<file path="src/rtl/e2prom_rw_ctrl.sv">
// E2PROM write-then-readback test controller that sequences transactions for an I2C byte driver.
// Optional macro E2PROM_ACK_CHECK_EN: a NACK reported with i2c_done also marks the run as failed.

module e2prom_rw_ctrl #(
  parameter int unsigned BYTE_NUM = 16,
  parameter int unsigned WAIT_CYC = 1250,
  parameter bit          ADDR16   = 1'b1
) (
  input  logic        clk,
  input  logic        rst_n,
  input  logic        start,
  input  logic        i2c_done,
  input  logic        i2c_ack,
  input  logic [7:0]  i2c_data_r,
  output logic        i2c_exec,
  output logic        i2c_rh_wl,
  output logic [15:0] i2c_addr,
  output logic [7:0]  i2c_data_w,
  output logic        bit_ctrl,
  output logic        rw_done,
  output logic        rw_pass
);

  typedef enum logic [2:0] {
    IDLE, WR_REQ, WR_BUSY, WR_GAP, RD_REQ, RD_BUSY, FINISH
  } state_t;

  localparam logic [15:0] ADDR_LAST = 16'(BYTE_NUM - 1);
  localparam logic [31:0] GAP_LAST  = (WAIT_CYC > 0) ? 32'(WAIT_CYC - 1) : 32'd0;

  state_t      state, state_nx;
  logic [15:0] addr_cnt, addr_cnt_nx;
  logic [31:0] gap_cnt, gap_cnt_nx;
  logic        err, err_nx;
  logic        exec_nx, rh_wl_nx, done_nx, pass_nx;
  logic [15:0] addr_nx;
  logic [7:0]  data_w_nx;
  logic [15:0] issue_addr;
  logic        ack_err;

`ifdef E2PROM_ACK_CHECK_EN
  assign ack_err = i2c_ack;
`else
  logic unused_ack;
  assign unused_ack = i2c_ack;
  assign ack_err    = 1'b0;
`endif

  assign bit_ctrl = ADDR16;

  // In 8-bit addressing mode the upper address byte is never presented to the driver.
  assign issue_addr = ADDR16 ? addr_cnt : {8'h00, addr_cnt[7:0]};

  always_ff @(posedge clk or negedge rst_n) begin
    if (!rst_n) begin
      state      <= IDLE;
      addr_cnt   <= '0;
      gap_cnt    <= '0;
      err        <= 1'b0;
      i2c_exec   <= 1'b0;
      i2c_rh_wl  <= 1'b0;
      i2c_addr   <= '0;
      i2c_data_w <= '0;
      rw_done    <= 1'b0;
      rw_pass    <= 1'b0;
    end else begin
      state      <= state_nx;
      addr_cnt   <= addr_cnt_nx;
      gap_cnt    <= gap_cnt_nx;
      err        <= err_nx;
      i2c_exec   <= exec_nx;
      i2c_rh_wl  <= rh_wl_nx;
      i2c_addr   <= addr_nx;
      i2c_data_w <= data_w_nx;
      rw_done    <= done_nx;
      rw_pass    <= pass_nx;
    end
  end

  // Transaction fields are captured together with the exec pulse and held until the next request.
  always_comb begin
    state_nx    = state;
    addr_cnt_nx = addr_cnt;
    gap_cnt_nx  = gap_cnt;
    err_nx      = err;
    exec_nx     = 1'b0;
    rh_wl_nx    = i2c_rh_wl;
    addr_nx     = i2c_addr;
    data_w_nx   = i2c_data_w;

    case (state)
      IDLE, FINISH: begin
        if (start) begin
          addr_cnt_nx = '0;
          err_nx      = 1'b0;
          state_nx    = WR_REQ;
        end
      end
      WR_REQ: begin
        exec_nx   = 1'b1;
        rh_wl_nx  = 1'b0;
        addr_nx   = issue_addr;
        data_w_nx = addr_cnt[7:0];
        state_nx  = WR_BUSY;
      end
      WR_BUSY: begin
        if (i2c_done) begin
          if (ack_err) err_nx = 1'b1;
          gap_cnt_nx = '0;
          state_nx   = WR_GAP;
        end
      end
      WR_GAP: begin
        if (gap_cnt == GAP_LAST) begin
          if (addr_cnt == ADDR_LAST) begin
            addr_cnt_nx = '0;
            state_nx    = RD_REQ;
          end else begin
            addr_cnt_nx = addr_cnt + 16'd1;
            state_nx    = WR_REQ;
          end
        end else begin
          gap_cnt_nx = gap_cnt + 32'd1;
        end
      end
      RD_REQ: begin
        exec_nx   = 1'b1;
        rh_wl_nx  = 1'b1;
        addr_nx   = issue_addr;
        data_w_nx = addr_cnt[7:0];
        state_nx  = RD_BUSY;
      end
      RD_BUSY: begin
        if (i2c_done) begin
          if (i2c_data_r != addr_cnt[7:0] || ack_err) err_nx = 1'b1;
          if (addr_cnt == ADDR_LAST) begin
            state_nx = FINISH;
          end else begin
            addr_cnt_nx = addr_cnt + 16'd1;
            state_nx    = RD_REQ;
          end
        end
      end
      default: state_nx = IDLE;
    endcase

    done_nx = (state_nx == FINISH);
    pass_nx = done_nx & ~err_nx;
  end

endmodule

</file>
<file path="config.mk">
export PLATFORM = sky130hd
export DESIGN_NAME = e2prom_rw_ctrl
export DESIGN_NICKNAME = d
export VERILOG_FILES = /design/src/rtl/e2prom_rw_ctrl.sv
export SDC_FILE = /design/constraint.sdc
export NUM_CORES = 1
export LEC_CHECK = 0
export ABC_AREA = 1
export BUFFER_PORTS_ARGS = -buffer_cell sky130_fd_sc_hd__buf_4
export CORE_AREA = 3 3 123 125
export CTS_CLUSTER_DIAMETER = 40
export DETAILED_ROUTE_END_ITERATION = 10
export DIE_AREA = 0 0 126 128
export REMOVE_ABC_BUFFERS = 1
export SLEW_MARGIN = 20
export SYNTH_ARGS = -nofsm -noshare
export SYNTH_HDL_FRONTEND = slang
export SYNTH_SLANG_ARGS = --single-unit
</file>
<file path="constraint.sdc">
create_clock -name clk -period 2.77 [get_ports clk]
set_clock_uncertainty 0.1 [all_clocks]
set_input_delay 0.1385 -clock clk [delete_from_list [all_inputs] [get_ports clk]]
set_output_delay 0.1385 -clock clk [all_outputs]
set_load 0.01 [all_outputs]
</file>
==> impl_metrics.toml, run 1 <==
[hold_path]
whs_path_depth = 4
hp-start = "i2c_done"
hp-class = "in2reg"
worstHoldEndpoint = "state[1]"

[pwr]
pwr_density_cell_nw_per_um2 = 892
total_power_mw = 4.72
power.leakage_nw = 2.47
peakVddDrop_mv = 0.427

[clock_network]
cts-hold-fix-buffers = 1
cts_num_sinks = 72
postCtsSetupBuffers = 0
max-clock-path-buffers = 2
cts-root-buf = "clkbuf_16"
cts-buffers-inserted = 9
cts_resized = 0
cts_tree = "done"
htreeDepth = 3
clk_pin_slew_worst_paths_ns = 0.06
clock_latency_ns = 0.34

[die]
die_x_um = 126
die_h_um = 128
core_area_sq_um = 14000
start_util = 0.332
dieArea_sq_um = 16100
io_pins = 42
num_rows = 43

[synthesis]
synth_edf_count = 0
synth_area_sq_um = 4640
synth-async-reset-ratio = 1.00
yosys-top-cells-area = "dfrtp_1 39%, nand2_1 17%, nor2_1 7.0%, nand3_1 6.0%, inv_1 4.1%"
ys_seq_area_frac = 0.388
yosys_warnings = 0
yosysUniqueCellTypes = 42
avgSynthCellArea_sq_um = 7.05
netlist.area_leader.share = 0.388
syn_inst = 659
synth_flop_cell = "dfrtp_1"
synth_top_area_cell = "dfrtp_1"
ys_seq_elements = 72

[timing]
worstMarginPinSlew_ns = 0.943
final_hold_viol_count = 0
layout_min_cycle_time_ns = 2.10
setup_viol = 0
fmax_mhz = 476
slew_viol_final = 0
post-route-period-util = 0.759
rsz0062_at_grt = "false"
slew_headroom = 0.371
finalSetupTns_ns = 0

[grt]
antenna_found_initial = 0
track_usage = 0.146
grt_max_degree = 73
overflow = 0
first_global_vias = 3986
grt_pass1_wl_mm = 19.3

[outcome]
status = "finished, final reports clean"

[route]
wl_mm = 11.2
ant_nets = 0
firstDrtPassIters = 5
vias = 4092
drt_iter0_markers = 266
remaining_drc_errors = 0
viasPerCell = 4.70
wl_per_cell_um = 12.9

[setup_path]
r2r_setup_slack_ns = 0.67
crit_path_end_kind = "register"
crit_type = "reg2reg"
startpoint_type = "register"
crit_fanout = 36
cp.arrival_ns = 2.28
cp_data_required_time_ns = 2.95
timing.rr.start = "gap_cnt[1]"
reg2regPathDepth = 12
r2r_end = "gap_cnt[10]"

[place]
dpl.hpwl_mm = 8.03
gp_congestion = 0.868
port_buffers = 39

[job]
cap_violations = 0

[final_layout]
drive_gt1_frac = 0.155
diodes = 0
nets = 701
fillCellCount = 1537
syn2layout_area_growth_pct = 14.0
-- critical path, cell delays in order (launching register included) --
cell and delay, ns:
dfrtp_1 0.37, inv_1 0.17, ha_1 0.18, nand2_1 0.05, nor2_1 0.09, nand2_1 0.08, nor2_2 0.12, nand2_2 0.09
nand2_4 0.13, nand2_4 0.25, inv_1 0.25, nand2_1 0.08, nand2_1 0.07
-- logic make-up (layout without fill, tap and decap cells) --
kind of cell	Yosys count	count (layout)	synth area share
simple gates	405	405	0.388
buf+inv	90	121	0.0908
flops	72	72	0.388
compound gates	59	59	0.0658
xor+xnor	22	22	0.0415
mux	7	7	0.0170
fa+ha+maj	3	3	0.00808
other cells	1	1	0.000808
-- area by class of cell --
cell class | count | area (sq um) | area share
Timing Repair Buffer | 42 | 318 | 0.0600
Tap cell | 180 | 225 | 0.0425
Clock buffer | 11 | 233 | 0.0440
Sequential cell | 72 | 1800 | 0.340
Inverter | 63 | 239 | 0.0451
Clock inverter | 5 | 57.6 | 0.0109
Multi-Input combinational cell | 497 | 2420 | 0.457
-- cell usage in the layout, fill, tap and decap left out, types with 2 or more instances in the layout --
master,n
nor3_1,14
xnor2_1,9
nand2_1,205
or2_2,2
nand2_4,3
o21ai_0,8
nor2_2,2
a21oi_1,22
ha_1,3
nor2_8,2
inv_1,51
nand2_2,17
nor2_1,87
mux2_2,7
nand3_2,2
dfrtp_1,72
and2_1,2
nand3_1,56
xor2_1,13
buf_4,41
clkbuf_16,9
inv_2,11
o21ai_1,24
nand4_1,6
clkinvlp_4,3
o22ai_1,2
clkbuf_1,2
-- sequential cells by signal, summed over array words and instances (netlist names) --
name       cells
addr_cnt      16
err            1
rw_pass        1
gap_cnt       32
i2c_addr      16
i2c_exec       1
i2c_rh_wl      1
state          3
rw_done        1
-- synth_stat cells (3+ instances only) --
cell and instances:
buf_4 10, xnor2_1 9, a21oi_1 22, nor3_1 14, mux2_2 7, inv_1 51, inv_2 11, nand4_1 6
o21ai_0 8, ha_1 3, xor2_1 13, buf_2 9, nand3_1 56, dfrtp_1 72, o21ai_1 24, nand2_1 205
nand2_2 17, nand2_4 3, nor2_1 87
-- power breakdown --
part / internal, mW / switching [mW]
clock: 0.697 / 0.467
combinational: 0.661 / 1.23
sequential: 1.36 / 0.303
total: 2.72 / 2.00
-- how the worst max path moves through the flow --
stage	from	end
2_1_floorplan	state[2]	addr_cnt[10]
3_3_place_gp	gap_cnt[1]	gap_cnt[10]
3_5_place_dp	gap_cnt[1]	gap_cnt[0]
4_1_cts	gap_cnt[1]	gap_cnt[0]
5_1_grt	gap_cnt[1]	gap_cnt[5]
6_report	gap_cnt[1]	gap_cnt[10]
-- stage by stage --
stage          instances  worst slack (ns)  hold WS, ns  area (sq um)  utilization
6_report             870             0.669       0.0875          5290        0.378
5_1_grt              870             0.490        0.134          5290        0.378
4_1_cts              870             0.648       0.0865          5290        0.378
3_5_place_dp         853             0.671        0.260          4990        0.357
3_3_place_gp         853             0.676        0.246          4990        0.357
2_1_floorplan        632             0.973       -0.257          4460            -
-- layer usage --
| metal | track usage | up-vias | wire length, um |
|---|---|---|---|
| li1 | - | 2123 | - |
| met1 | 0.196 | 1896 | 5310 |
| met2 | 0.241 | 67 | 5340 |
| met3 | 0.0363 | 6 | 478 |
| met4 | 0.0315 | 0 | 95 |
| met5 | 0 | - | 0 |
No activity file was read; power rests on OpenSTA's default activity.
==> run 2, diff against run 1 <==
--- a/config.mk
+++ b/config.mk
@@ -5,12 +5,12 @@
 export SDC_FILE = /design/constraint.sdc
 export NUM_CORES = 1
 export LEC_CHECK = 0
-export ABC_AREA = 1
+export ABC_AREA = 0
 export BUFFER_PORTS_ARGS = -buffer_cell sky130_fd_sc_hd__buf_4
-export CORE_AREA = 3 3 123 125
+export CORE_AREA = 3 3 113 115
 export CTS_CLUSTER_DIAMETER = 40
 export DETAILED_ROUTE_END_ITERATION = 10
-export DIE_AREA = 0 0 126 128
+export DIE_AREA = 0 0 116 118
 export REMOVE_ABC_BUFFERS = 1
 export SLEW_MARGIN = 20
 export SYNTH_ARGS = -nofsm -noshare
==> constraint.sdc (replaced) <==
create_clock -name clk -period 1.8 [get_ports clk]
set_clock_uncertainty 0.1 [all_clocks]
set_input_delay 0.09 -clock clk [delete_from_list [all_inputs] [get_ports clk]]
set_output_delay 0.09 -clock clk [all_outputs]
set_load 0.01 [all_outputs]
==> run 2 against run 1 <==
Final cell count fell by 19%. Via count fell by 7.4%. Non-clock buffer count rose by 125. The flow now finishes with violations (setup timing). Worst hold slack got worse by 0.022 ns. Critical endpoint is now addr_cnt[10]. Flip-flop and latch count did not move. Critical path type unchanged. Synthesized cell count fell by 38%.
==> impl_metrics.toml, run 2 <==
[outcome]
status = "finished with violations"
violations = "setup timing"

[setup_path]
cp_data_required_time_ns = 1.97
startpoint_type = "register"
cp.arrival_ns = 2.29
timing.rr.start = "gap_cnt[1]"
crit_fanout = 5
crit_start = "gap_cnt[1]"
crit_type = "reg2reg"
crit_path_end_kind = "register"

[place]
dp_slack_ns = -0.464
dpl.hpwl_mm = 7.30
place_inst = 678
port_buffers = 39
dpl_cell_area_sq_um = 5140
gp_congestion = 0.822

[route]
viasPerCell = 5.34
firstDrtPassIters = 6
ant_nets = 0
drt_iter0_markers = 108
vias = 3788
remaining_drc_errors = 0
wl_per_cell_um = 15.5
wl_mm = 11.0

[final_layout]
syn2layout_area_growth_pct = 50.1
fin_cells = 709
nets = 574
layout_common_cells = "152 x buf_4, 70 x dfrtp_1, 33 x o21ai_0"
reg_top3 = "gap_cnt (32), addr_cnt (16), i2c_addr (16)"
top_register = "gap_cnt"
final_area_sq_um = 5880
fin_util = 0.493
diodes = 0
largest_register_ffs = 32
drive_gt1_frac = 0.443
mostFrequentLayoutCell = "buf_4"

[synthesis]
synth_flop_cell = "dfrtp_1"
ys_seq_area_frac = 0.460
yosys-top-cells-area = "dfrtp_1 46%, mux2_2 5.2%, o21ai_0 4.6%, a21oi_1 4.5%, or3_1 3.8%"
yosys-top-cells-count = "72 x dfrtp_1, 36 x o21ai_0, 35 x a21oi_1, 24 x nand2_1, 24 x or3_1"
ys_seq_elements = 72
synth_edf_count = 0
yosys_warnings = 0
syn_inst = 407
synth_top_area_cell = "dfrtp_1"
synth_area_sq_um = 3920
netlist.area_leader.share = 0.460
synth-async-reset-ratio = 1.00
yosysUniqueCellTypes = 49
avgSynthCellArea_sq_um = 9.62
yosysMostFrequentCell = "dfrtp_1"

[grt]
first_global_vias = 3852
overflow = 0
grt_max_degree = 36
grt_pass1_wl_mm = 18.6
track_usage = 0.169
antenna_found_initial = 0

[pwr]
total_power_mw = 3.33
pwr_density_cell_nw_per_um2 = 567
power.leakage_nw = 2.65
peakVddDrop_mv = 0.349

[timing]
post-route-period-util = 1.18
finalSetupTns_ns = -9.79
fin_hold_ws_ns = 0.0657
layout_min_cycle_time_ns = 2.12
setup_ws_ns = -0.319
fmax_mhz = 472
final_hold_viol_count = 0
rsz0062_at_grt = "true"
slew_viol_final = 0
setup_viol = 52

[die]
die_h_um = 118
start_util = 0.329
io_pins = 42
core_area_sq_um = 11900
dieArea_sq_um = 13700
num_rows = 40
die_x_um = 116

[clock_network]
max-clock-path-buffers = 2
cts_tree = "done"
cts-buffers-inserted = 9
htreeDepth = 3
clk_pin_slew_worst_paths_ns = 0.06
cts_num_sinks = 72
cts-root-buf = "clkbuf_16"
clock_latency_ns = 0.34

[hold_path]
hp-class = "in2async"

[job]
cap_violations = 0
run 2: cell type report:
type | count | area (sq um)
repair buffers | 167 | 1330
clock inverters | 3 | 18.8
clock buffers | 12 | 246
fillers | 1107 | 6030
inverters | 12 | 45.0
flip-flops and latches | 72 | 1800
multi-input cells | 296 | 2250
well taps | 147 | 184
run 2: final timing paths:
path / endpoint / slack, ns / depth (start not counted)
max: addr_cnt[10] / -0.32 / 7
max in group asynchronous: gap_cnt[15] / 0.98 / 3
max reg2reg: addr_cnt[10] / -0.32 / 7
min in group clk: state[0] / 0.07 / 3
min: i2c_addr[3] / 0.07 / 2
min reg2reg: i2c_addr[10] / 0.40 / 1
run 2: kinds of logic (layout without fill, tap and decap cells):
group	Yosys count	in the layout	synth area share
adders and majority gates	3	3	0.00959
xor gates and xnor gates	12	12	0.0288
and+or+nand+nor	151	152	0.228
other	1	1	0.000958
AOI/OAI and AO/OA	106	107	0.163
DFF	72	72	0.460
muxes	21	21	0.0594
buffers and inverters	41	194	0.0498
run 2: per-layer routing:
layer / vias to the layer above / wire length [um] / share of wire / GRT usage
li1: 1845 / - / - / -
met1: 1854 / 4730 / 0.43 / 0.211
met2: 69 / 5690 / 0.52 / 0.287
met3: 20 / 383 / 0.035 / 0.0350
met4: 0 / 174 / 0.016 / 0.0544
met5: - / 0 / 0 / 0
run 2: critical path, stage by stage (launching register included):
cell	delay, ns
dfrtp_1	0.38
inv_1	0.07
ha_1	0.14
nor4b_4	0.23
nand4_4	0.17
o21a_4	0.29
or4_1	0.51
a21oi_1	0.16
run 2: where the power goes:
group	leakage, nW	internal (mW)	switching [mW]	total [mW]
sequential	0.969	1.62	0	1.62
clock	0.132	0.960	0.667	1.63
combinational	1.55	0.0318	0.0523	0.0841
total	2.65	2.61	0.720	3.33
run 2: what timing repair did:
item,CTS,global route
setup buffers,11,1
gates cloned,5,0
hold buffers,1,0
endpoints found under the setup margin,52,54
gates resized for setup,58,22
endpoints found under the hold margin,72,0
pin swaps,17,7
==> run 3, diff against run 2 <==
--- a/config.mk
+++ b/config.mk
@@ -11,6 +11,7 @@
 export CTS_CLUSTER_DIAMETER = 40
 export DETAILED_ROUTE_END_ITERATION = 10
 export DIE_AREA = 0 0 116 118
+export PLACE_DENSITY_LB_ADDON = 0.2
 export REMOVE_ABC_BUFFERS = 1
 export SLEW_MARGIN = 20
 export SYNTH_ARGS = -nofsm -noshare
==> run 3 against run 2 <==
The flow still finishes with violations (setup timing). Critical path depth grew 1. Core utilization shrank 0.62 points. Register-to-register slack gained 0.05 ns. Die area is the same. Flip-flop and latch count is the same. Total power grew 3.9%. Combinational power shrank 2%. Sequential power is essentially flat. Non-clock buffer count shrank 4. Largest power group unchanged. Highest routed layer unchanged.
==> impl_metrics.toml, run 3 (synthesis gave the netlist of run 2 again) <==
[clock_network]
clock_latency_ns = 0.34
clk_pin_slew_worst_paths_ns = 0.06
cts-root-buf = "clkbuf_16"
max-clock-path-buffers = 2
htreeDepth = 3
cts_tree = "done"
cts_num_sinks = 72
cts-buffers-inserted = 9

[route]
remaining_drc_errors = 0
drt_iter0_markers = 156
ant_nets = 0
vias = 3693
wl_per_cell_um = 15.1
viasPerCell = 5.25
firstDrtPassIters = 4
wl_mm = 10.7

[timing]
post-route-period-util = 1.15
layout_min_cycle_time_ns = 2.07
fmax_mhz = 483
finalSetupTns_ns = -9.86
final_hold_viol_count = 0
setup_ws_ns = -0.269
slew_viol_final = 0
setup_viol = 51
rsz0062_at_grt = "true"

[outcome]
status = "finished with violations"
violations = "setup timing"

[pwr]
p_comb_frac = 0.024
clock_power_share = 0.508
pwr_density_cell_nw_per_um2 = 596
power.leakage_nw = 2.62
p_seq_frac = 0.468
peakVddDrop_mv = 0.433
power.share.switching = 0.205
intPower_mw = 2.75
p_sw_mw = 0.709

[final_layout]
ff_latch_area_sq_um = 1800
top_register = "gap_cnt"
drive_gt1_frac = 0.424
nets = 569
fillCellCount = 1107
layout_common_cells = "148 x buf_4, 72 x dfrtp_1, 36 x o21ai_0"
multi_input_area_sq_um = 2180
diodes = 0
reg_top3 = "gap_cnt (32), addr_cnt (16), i2c_addr (16)"
syn2layout_area_growth_pct = 48.2
mostFrequentLayoutCell = "buf_4"
largest_register_ffs = 32
fin_util = 0.487

[place]
dpl.hpwl_mm = 7.38
gp_congestion = 0.792
port_buffers = 39

[grt]
grt_max_degree = 40
antenna_found_initial = 0
overflow = 0
grt_pass1_wl_mm = 17.9
track_usage = 0.162
first_global_vias = 3761

[die]
die_h_um = 118
dieArea_sq_um = 13700
die_x_um = 116
num_rows = 40
io_pins = 42
start_util = 0.329
core_area_sq_um = 11900

[setup_path]
cp_data_required_time_ns = 1.92
crit_fanout = 8
crit_path_end_kind = "register"
startpoint_type = "register"
crit_type = "reg2reg"
cp.arrival_ns = 2.19

[job]
cap_violations = 0

[hold_path]
hp-class = "in2async"
## run 3: final timing paths
check,endpoint,cells past startpoint,startpoint,slack (ns)
worst min-delay path,i2c_addr[0],2,rst_n,0.05
worst max-delay path,gap_cnt[2],8,gap_cnt[4],-0.27
worst max register to register,gap_cnt[2],8,gap_cnt[4],-0.27
min in group clk,state[0],3,i2c_done,0.08
worst min register to register,err,1,err,0.40
max in group asynchronous,gap_cnt[17],3,rst_n,0.99
## run 3: worst max-delay path: stages, from the launching register on
cell and delay [ns]:
dfrtp_1 0.38, nor4b_2 0.38, nand4_4 0.19, buf_6 0.19, buf_4 0.14, o21ai_2 0.18
buf_4 0.18, nor3_1 0.05, o21a_1 0.16
## run 3: repair_timing
| action | in CTS | in global routing |
|---|---|---|
| setup buffers | 6 | 4 |
| resized for setup | 29 | 34 |
| setup endpoints to repair | 51 | 54 |
| hold buffers | 1 | 0 |
| gates cloned | 2 | 1 |
| hold endpoints to repair | 72 | 0 |
| pin swaps | 17 | 7 |
## run 3: area by class of cell
cell class / instances / area share
multi-input combinational: 295 / 0.376
sequential: 72 / 0.310
clock inverter: 3 / 0.00733
clock buffer: 12 / 0.0425
tap: 147 / 0.0317
inverter: 12 / 0.00776
timing repair buffer: 163 / 0.224
## run 3: stage by stage
step / hold WS [ns] / total power, mW / cells / setup WS, ns / instance area (sq um)
CTS: 0.0467 / 3.50 / 699 / -0.274 / 5620
finish: 0.0492 / 3.46 / 704 / -0.269 / 5800
global route: 0.0583 / 3.57 / 704 / -0.367 / 5800
floorplan: -0.306 / 1.66 / 378 / -0.521 / 3770
global placement: -0.143 / 1.73 / 675 / -0.489 / 5110
detailed placement: -0.139 / 1.73 / 675 / -0.498 / 5110
## run 3: metal layers
layer	wire length [um]	global-route usage	vias up
li1	-	-	1825
met5	0	0	-
met4	197	0.0558	0
met1	4910	0.208	1783
met2	5170	0.264	67
met3	374	0.0386	18
## run 3: power groups by stage
stage,Clock [mW],Combinational [mW],Sequential [mW]
finish,1.76,0.0827,1.62
global route,1.86,0.0938,1.62
CTS,1.80,0.0854,1.62
detailed placement,0,0.0823,1.65
global placement,0,0.0808,1.65
floorplan,0,0.0108,1.65
